`config.mk`:
```
export PLATFORM = sky130hd
export DESIGN_NAME = dmem_mmio_responder
export DESIGN_NICKNAME = d
export VERILOG_FILES = /design/src/rtl/dmem_mmio_responder.sv
export SDC_FILE = /design/constraint.sdc
export NUM_CORES = 2
export LEC_CHECK = 0
export ABC_CLOCK_PERIOD_IN_PS = 3900
export CORE_ASPECT_RATIO = 0.8
export CORE_MARGIN = 10
export CORE_UTILIZATION = 45
export DETAILED_ROUTE_END_ITERATION = 10
export PLACE_DENSITY_LB_ADDON = 0.1
export SYNTH_ARGS = -nofsm -noshare
export SYNTH_HDL_FRONTEND = slang
export SYNTH_SLANG_ARGS = --single-unit
```
`constraint.sdc`:
```
create_clock -name clk -period 3.9 [get_ports clk]
set_input_delay 0.78 -clock clk [delete_from_list [all_inputs] [get_ports clk]]
set_output_delay 0.78 -clock clk [all_outputs]
set_load 0.01 [all_outputs]
```
`src/rtl/dmem_mmio_responder.sv`:
```
// dmem_mmio_responder
//   Data-side responder for a single-cycle core. Returns load data in the
//   same cycle the address is presented. A store is committed on the rising
//   clock edge. Two regions are decoded:
//     - a word-addressed data RAM below MMIO_BASE (it aliases every DEPTH words)
//     - a small peripheral block at MMIO_BASE: a GPIO register and a
//       compare timer with an interrupt flag
//   Only whole words are handled. addr[1:0] is ignored.
//
// Ports:
//   clk        rising-edge system clock
//   rst        asynchronous active-low reset
//   addr       byte address from the core (ALU result)
//   wr_data    store data
//   mem_wr     store strobe
//   rd_data    load data, combinational from addr and registered state
//   gpio_out   GPIO output register
//   timer_irq  STATUS.flag & CTRL.irq_en
//
// Register map (offsets from MMIO_BASE):
//   0x00 GPIO[7:0]  0x04 COUNT  0x08 CTRL{irq_en,auto_reload,en}
//   0x0C COMPARE    0x10 STATUS{flag} (W1C)  0x14-0x1C reserved
module dmem_mmio_responder #(
    parameter int          DEPTH     = 64,
    parameter logic [31:0] MMIO_BASE = 32'h0000_1000
) (
    input  logic        clk,
    input  logic        rst,
    input  logic [31:0] addr,
    input  logic [31:0] wr_data,
    input  logic        mem_wr,
    output logic [31:0] rd_data,
    output logic [7:0]  gpio_out,
    output logic        timer_irq
);

    localparam int AW = $clog2(DEPTH);

    localparam logic [2:0] SEL_GPIO    = 3'd0;
    localparam logic [2:0] SEL_COUNT   = 3'd1;
    localparam logic [2:0] SEL_CTRL    = 3'd2;
    localparam logic [2:0] SEL_COMPARE = 3'd3;
    localparam logic [2:0] SEL_STATUS  = 3'd4;

    logic [31:0]   mem [DEPTH];
    logic [AW-1:0] ram_idx;
    logic          in_ram;
    logic          in_mmio;
    logic [2:0]    reg_sel;

    logic [31:0] count;
    logic [31:0] compare;
    logic        ctrl_en;
    logic        ctrl_auto_reload;
    logic        ctrl_irq_en;
    logic        flag;

    logic wr_gpio, wr_count, wr_ctrl, wr_compare, wr_status;
    logic match;

    // Address decode. MMIO_BASE is 4 KiB aligned, so the 32-byte peripheral
    // window is identified by comparing the address above bit 5.
    assign ram_idx = addr[AW+1:2];
    assign in_ram  = (addr < MMIO_BASE);
    assign in_mmio = (addr[31:5] == MMIO_BASE[31:5]);
    assign reg_sel = addr[4:2];

    assign wr_gpio    = mem_wr && in_mmio && (reg_sel == SEL_GPIO);
    assign wr_count   = mem_wr && in_mmio && (reg_sel == SEL_COUNT);
    assign wr_ctrl    = mem_wr && in_mmio && (reg_sel == SEL_CTRL);
    assign wr_compare = mem_wr && in_mmio && (reg_sel == SEL_COMPARE);
    assign wr_status  = mem_wr && in_mmio && (reg_sel == SEL_STATUS);

    // A COUNT write suppresses match evaluation for that edge.
    assign match = ctrl_en && (count == compare) && !wr_count;

    // RAM has no reset. A read of the word being written sees the old value
    // because the array only changes at the edge.
    always_ff @(posedge clk) begin
        if (mem_wr && in_ram) begin
            mem[ram_idx] <= wr_data;
        end
    end

    always_ff @(posedge clk or negedge rst) begin
        if (!rst) begin
            gpio_out         <= 8'h00;
            count            <= 32'h0;
            compare          <= 32'hFFFF_FFFF;
            ctrl_en          <= 1'b0;
            ctrl_auto_reload <= 1'b0;
            ctrl_irq_en      <= 1'b0;
            flag             <= 1'b0;
        end else begin
            if (wr_gpio) begin
                gpio_out <= wr_data[7:0];
            end
            if (wr_compare) begin
                compare <= wr_data;
            end

            if (wr_count) begin
                count <= wr_data;
            end else if (match) begin
                if (ctrl_auto_reload) begin
                    count <= 32'h0;
                end
            end else if (ctrl_en) begin
                count <= count + 32'd1;
            end

            // A CTRL write overrides the one-shot auto-clear of en.
            if (wr_ctrl) begin
                ctrl_en          <= wr_data[0];
                ctrl_auto_reload <= wr_data[1];
                ctrl_irq_en      <= wr_data[2];
            end else if (match && !ctrl_auto_reload) begin
                ctrl_en <= 1'b0;
            end

            // Setting the flag wins over a simultaneous W1C.
            if (match) begin
                flag <= 1'b1;
            end else if (wr_status && wr_data[0]) begin
                flag <= 1'b0;
            end
        end
    end

    assign timer_irq = flag && ctrl_irq_en;

    always_comb begin
        rd_data = 32'h0;
        if (in_ram) begin
            rd_data = mem[ram_idx];
        end else if (in_mmio) begin
            case (reg_sel)
                SEL_GPIO:    rd_data = {24'h0, gpio_out};
                SEL_COUNT:   rd_data = count;
                SEL_CTRL:    rd_data = {29'h0, ctrl_irq_en, ctrl_auto_reload, ctrl_en};
                SEL_COMPARE: rd_data = compare;
                SEL_STATUS:  rd_data = {31'h0, flag};
                default:     rd_data = 32'h0;
            endcase
        end
    end

endmodule

```
* Yosys cells after proc, flatten, opt, wreduce, memory -nomap -nowiden
Memory sizes are Yosys's and may differ from the RTL's.
Cells that the tools add are included.
Widths: inputs -> output; s select.
** Cells by class
- Equal/unequal tests :: 7
- Add/sub/neg operators :: 1
- Magnitude comparators :: 1
- Reduce and logical (&&, ||, !) cells :: 19
- Muxes and demuxes :: 13
** Operators with widths (count)
- $mux 32 :: 6
- $pmux 32 s5 :: 1
- $add 32x1->32 const B :: 1
- $eq 32x32->1 :: 1
- $lt 32x13->1 const B :: 1
- $eq 27x8->1 const B :: 1
- $logic_and 1x1->1 :: 12
- $eq 3x2->1 const B :: 2
- $mux 1 :: 6
- $reduce_bool 2->1 :: 2
- $eq 3x1->1 const B :: 1
- $eq 3x3->1 const B :: 1
- $logic_not 3->1 :: 1
- $ne 3x3->1 const B :: 1
- $reduce_bool 3->1 :: 1
- $logic_not 1->1 :: 2
- $reduce_and 2->1 :: 1
** Storage, ports and cells
- Logic and storage cells :: 49
- Output and inout port bits :: 41
- Input port bits :: 67
- Bits in writable memories :: 2048
- Bits in registers :: 76
- Memories kept :: 1
** Memories
- mem :: words 64, width 32, read ports 1, clocked after Yosys merged registers in 0, wr ports 1, RTL line 45 : logic [31:0] mem [DEPTH];

* Depth between registers and ports, before layout
- Word-level depth :: 8
- Depth in mapped cells :: 12
- Mapped depth without buffers :: 8

* Worst setup path before layout
Ideal clock, no wire load.
- Path kind :: in2reg
- Start point :: input port addr[2]
- End point :: memory mem[10][0] (enable)
- Data required time :: 3.479 ns
- Arrival :: 3.651 ns
- Stages :: 7
- Path buffers :: 4
- Slack :: -0.172 ns
- Cells stage by stage :: buf_6 -> nor3b_2 -> buf_2 -> buf_2 -> buf_1 -> nand3_1 -> nor2_1
** On the way
- Word-level cells in the longest chain between the ends :: 4
** RTL lines
- start: declaration :: RTL line 29 : input logic [31:0] addr,
- $lt 32x13->1 :: RTL line 64 : assign in_ram = (addr < MMIO_BASE);
- $logic_and 1x1->1 :: RTL line 80 : if (mem_wr && in_ram) begin
- $mux 1 :: RTL line 80
- $mux 1 (not written as such) :: RTL line 81 : mem[ram_idx] <= wr_data;
- end: declaration :: RTL line 45
Several ways; a longest one is shown, not always the timed one.

* Worst setup path after layout
- Start point :: input port addr[4]
- End point :: output port rd_data[25]
** On the way
- Word-level cells in the longest chain between the ends :: 4
- Elaborated cells between the ends (all ways) :: 10
** RTL lines
- parallel branches: the longest is 3 deep, another holds $lt 32x13->1
- $mux 32 (*) :: RTL line 134 : if (in_ram) begin
- end: declaration :: RTL line 32 : output logic [31:0] rd_data,
Mark *: on every way between the ends.

==> run summary <==
=================================================================================
Status ............................................................. finished with violations
Violations in the final reports .................................... negative setup slack
Maximum net fanout on the critical path ............................            6
Number of endpoints with negative hold slack in the final report ...            0
Placement row count ................................................          139
Pwr Total ..........................................................      48.0 mW
Worst-path clk slew ................................................      0.06 ns
Clock insertion delay at the later pin of the skew report ..........      0.85 ns
Worst setup path category ..........................................       in2out
Floorplan die area ................................................. 197000 sq um
Power density relative to cell area ................................  460 nW/um^2
Worst ir drop on vdd ...............................................     0.453 mV
Category of the worst setup path capture point .....................   output pin
All-Layer GR Usage .................................................        0.316
Setup repair after global routing missed its margin ................          yes
Final routed wirelength across all metal layers ....................    321000 um
Slew Limit Fails ...................................................            0
Most area-consuming cells after synthesis .......................... sky130_fd_sc_hd__edfxtp_1 76%, sky130_fd_sc_hd__a22oi_1 4.6%, sky130_fd_sc_hd__mux2i_1 2.3%
Slew of the pin with the lowest slew margin ........................      1.31 ns
Required time of the critical path .................................      3.12 ns
Post-Route Skew ....................................................    0.0171 ns
Maximum number of pins on one net before global-route repair .......           75
Netlist area before placement ......................................  81000 sq um
First DRT Iteration DRCs ...........................................         8605
TritonCTS clock tree ...............................................         done
DP Area ............................................................  93100 sq um
Final worst path period share ......................................         1.11
Layout Utilization .................................................        0.584
Worst flop-to-flop path startpoint .................................     count[4]
Syn-to-layout area delta ...........................................        29.1%
Placer Congestion ..................................................        0.899
Vias/cell ..........................................................         6.59
Register area share after synthesis ................................        0.784
Reg2reg setup slack ................................................      0.87 ns
CTS root buffer .................................................... sky130_fd_sc_hd__clkbuf_16
Post-synthesis cell count ..........................................         4624
Buffer depth of the longest clock path .............................            3
Fraction of synthesized cell area taken by the top area cell type ..        0.760
Initial Util .......................................................        0.452
TritonCTS sink count ...............................................         2124
Total clock buffers created by CTS .................................          201
DIE HEIGHT .........................................................       399 um
Worst Hold Slack ...................................................    0.0938 ns
Worst Path Arrival .................................................      3.57 ns
Width of the die ...................................................       494 um
Max capacitance violation total ....................................            0
Most frequently used flop master after synthesis ................... sky130_fd_sc_hd__edfxtp_1
Number of antenna violations at the first check in global routing ..           11
Area of the placeable core ......................................... 179000 sq um
Detailed-placement wirelength estimate .............................    201000 um
Post-DR wirelength/cell ............................................      39.3 um
LEAKAGE ............................................................      34.4 nW
Slew Limit Headroom ................................................        0.127
DR DRC count .......................................................            0
Num ports ..........................................................          108
Total via count after detailed routing .............................        53900
Setup violations, final ............................................           30
Number of enable-type register cells in the synthesized netlist ....         2048
Launching instance or port of the critical path ....................      addr[4]
Yosys top cell by area ............................................. sky130_fd_sc_hd__edfxtp_1
Number of global-route vias before repair ..........................        50200
Routed Antenna Nets ................................................            0
Worst setup SP type ................................................   input port
Setup ws final .....................................................    -0.446 ns
CP Capture Point ...................................................  rd_data[25]
Count of cell types in the netlist .................................           79
Final-stage net count ..............................................         5683
Post-route non-filler standard cell count ..........................         8182
Post-synthesis net count ...........................................         4692
Crit path time final ...............................................      4.35 ns
Total global routing overflow ......................................            0
TritonRoute pass-1 iters ...........................................            8
Peak Freq ..........................................................      230 MHz
Worst reg2reg path depth ...........................................            7
Endpoint of the worst-slack reg-to-reg timing path .................    count[21]
Fraction of synthesis flops using an asynchronous set or reset pin .       0.0358
Post-route standard cell area excluding fillers .................... 105000 sq um
Count of input and output buffers ..................................          105
Maximum level of the CTS H-tree ....................................            4
Yosys reg bits .....................................................         2124
Synthesis warning total ............................................            0
Per-instance average area after synthesis ..........................   17.5 sq um
Worst min path class ...............................................     in2async
Share of post-route cells with drive strength above 1 ..............        0.335
Number of instances in the placed design ...........................         7645
Global-route wire length before repair .............................    432000 um
=================================================================================
-- synth_stat cells (all sizes together), types with 7 or more instances --
cell / n
a211o: 7
o2bb2ai: 21
a222oi: 37
buf: 213
o21ai: 98
nor2: 153
inv: 8
clkbuf: 115
and3: 24
a211oi: 7
dfrtp: 44
nand2: 128
mux2: 87
a21oi: 124
a221oi: 106
a22o: 88
nor4: 36
nand3: 48
nand4: 36
a22oi: 498
or3: 7
edfxtp: 2048
mux4: 20
a41oi: 41
nor3: 25
nor2b: 14
or4: 22
xor2: 32
o211ai: 25
a221o: 12
o22ai: 48
dfstp: 32
a31oi: 111
mux2i: 182
a311oi: 13
a32oi: 23
and2: 8
-- layer usage --
metal  share of wire  global-route usage  wire length (um)
met3            0.12              0.0694             37500
met2            0.44               0.475            142000
met4           0.040               0.103             12800
met5         0.00014                   0                46
met1            0.40               0.460            129000
-- registers in the layout (all words and copies together) (netlist names) --
signal,flops
count,32
ctrl_auto_reload,1
ctrl_en,1
gpio_out,8
flag,1
compare,32
mem,2048
ctrl_irq_en,1
-- how the worst min path moves through the flow --
stage	endpoint	slack, ns	cells after the start
5_1_grt	count[12]	0.16	1
3_3_place_gp	flag	0.52	2
2_1_floorplan	count[0]	0.48	0
6_report	count[12]	0.09	1
4_1_cts	count[12]	0.09	1
3_5_place_dp	gpio_out[5]	0.53	1
-- per-stage QoR --
stage | setup TNS [ns] | worst slack (ns)
after global routing | -8.75 | -0.418
after global placement | -34.48 | -1.86
after detailed placement | -32.60 | -1.69
after CTS | -8.80 | -0.475
after floorplan | -136.00 | -0.172
final | -8.00 | -0.446
-- repair_timing --
item	CTS	global route
pin swaps	148	177
buffers inserted	99	83
gates resized for setup	526	277
setup endpoints to repair	32	32
hold buffers	0	0
gates cloned	13	6
-- cell type report --
cell class | instances | area, sq um
multi-input combinational | 2163 | 18900
sequential | 2124 | 63400
fill | 13500 | 74600
antenna | 3 | 7.51
tap | 2397 | 3000
clock buffer | 265 | 5330
clock inverter | 105 | 1120
inverter | 9 | 33.8
timing repair buffer | 1116 | 12700
-- worst max-delay path, cell delays in order --
cell	delay [ns]
sky130_fd_sc_hd__buf_16	0.12
sky130_fd_sc_hd__buf_8	0.12
sky130_fd_sc_hd__nor3_4	0.06
sky130_fd_sc_hd__buf_12	0.16
sky130_fd_sc_hd__buf_12	0.13
sky130_fd_sc_hd__buf_12	0.12
sky130_fd_sc_hd__buf_16	0.12
sky130_fd_sc_hd__buf_12	0.14
sky130_fd_sc_hd__clkbuf_16	0.16
sky130_fd_sc_hd__a22oi_2	0.15
sky130_fd_sc_hd__nand4_1	0.21
sky130_fd_sc_hd__a221o_1	0.42
sky130_fd_sc_hd__nor4_4	0.40
sky130_fd_sc_hd__buf_4	0.23
sky130_fd_sc_hd__o22ai_2	0.07
sky130_fd_sc_hd__buf_2	0.16
-- power breakdown --
group | total (mW) | internal (mW) | switching [mW]
logic | 3.36 | 1.31 | 2.05
registers | 25.0 | 25.0 | 0.000000190
clock network | 19.7 | 11.0 | 8.73
total | 48.0 | 37.3 | 10.8
-- placed cells by master, fill, tap and decap left out, types with 25 or more instances in the layout --
master                               n
sky130_fd_sc_hd__a21oi_1            94
sky130_fd_sc_hd__a21oi_2            28
sky130_fd_sc_hd__a221oi_1           42
sky130_fd_sc_hd__a221oi_2           53
sky130_fd_sc_hd__a222oi_1           37
sky130_fd_sc_hd__a22o_1             85
sky130_fd_sc_hd__a22oi_1           429
sky130_fd_sc_hd__a22oi_2            69
sky130_fd_sc_hd__a31oi_1            73
sky130_fd_sc_hd__a31oi_2            30
sky130_fd_sc_hd__buf_12            263
sky130_fd_sc_hd__buf_2              57
sky130_fd_sc_hd__buf_4             627
sky130_fd_sc_hd__buf_6              75
sky130_fd_sc_hd__buf_8              25
sky130_fd_sc_hd__clkbuf_1           61
sky130_fd_sc_hd__clkbuf_16         211
sky130_fd_sc_hd__clkdlybuf4s50_1    36
sky130_fd_sc_hd__clkinv_1           39
sky130_fd_sc_hd__clkinv_2           31
sky130_fd_sc_hd__dfrtp_1            44
sky130_fd_sc_hd__dfstp_2            32
sky130_fd_sc_hd__edfxtp_1         2048
sky130_fd_sc_hd__mux2_2             84
sky130_fd_sc_hd__mux2i_1           179
sky130_fd_sc_hd__nand2_1           117
sky130_fd_sc_hd__nand3_1            44
sky130_fd_sc_hd__nand4_1            35
sky130_fd_sc_hd__nor2_1             80
sky130_fd_sc_hd__nor2_4             68
sky130_fd_sc_hd__o211ai_1           25
sky130_fd_sc_hd__o21ai_0            68
sky130_fd_sc_hd__o21ai_1            25
sky130_fd_sc_hd__o22ai_1            30
sky130_fd_sc_hd__xor2_1             32
-- cells by family after synthesis --
family | count (synthesis) | synth area share
and+or+nand+nor | 531 | 0.0327
DFF | 2124 | 0.784
AOI/OAI and AO/OA | 1310 | 0.119
buffers and inverters | 337 | 0.0206
adders and majority gates | 1 | 0.000155
muxes | 289 | 0.0402
xor gates and xnor gates | 32 | 0.00346
No activity file was read; power rests on OpenSTA's default activity.
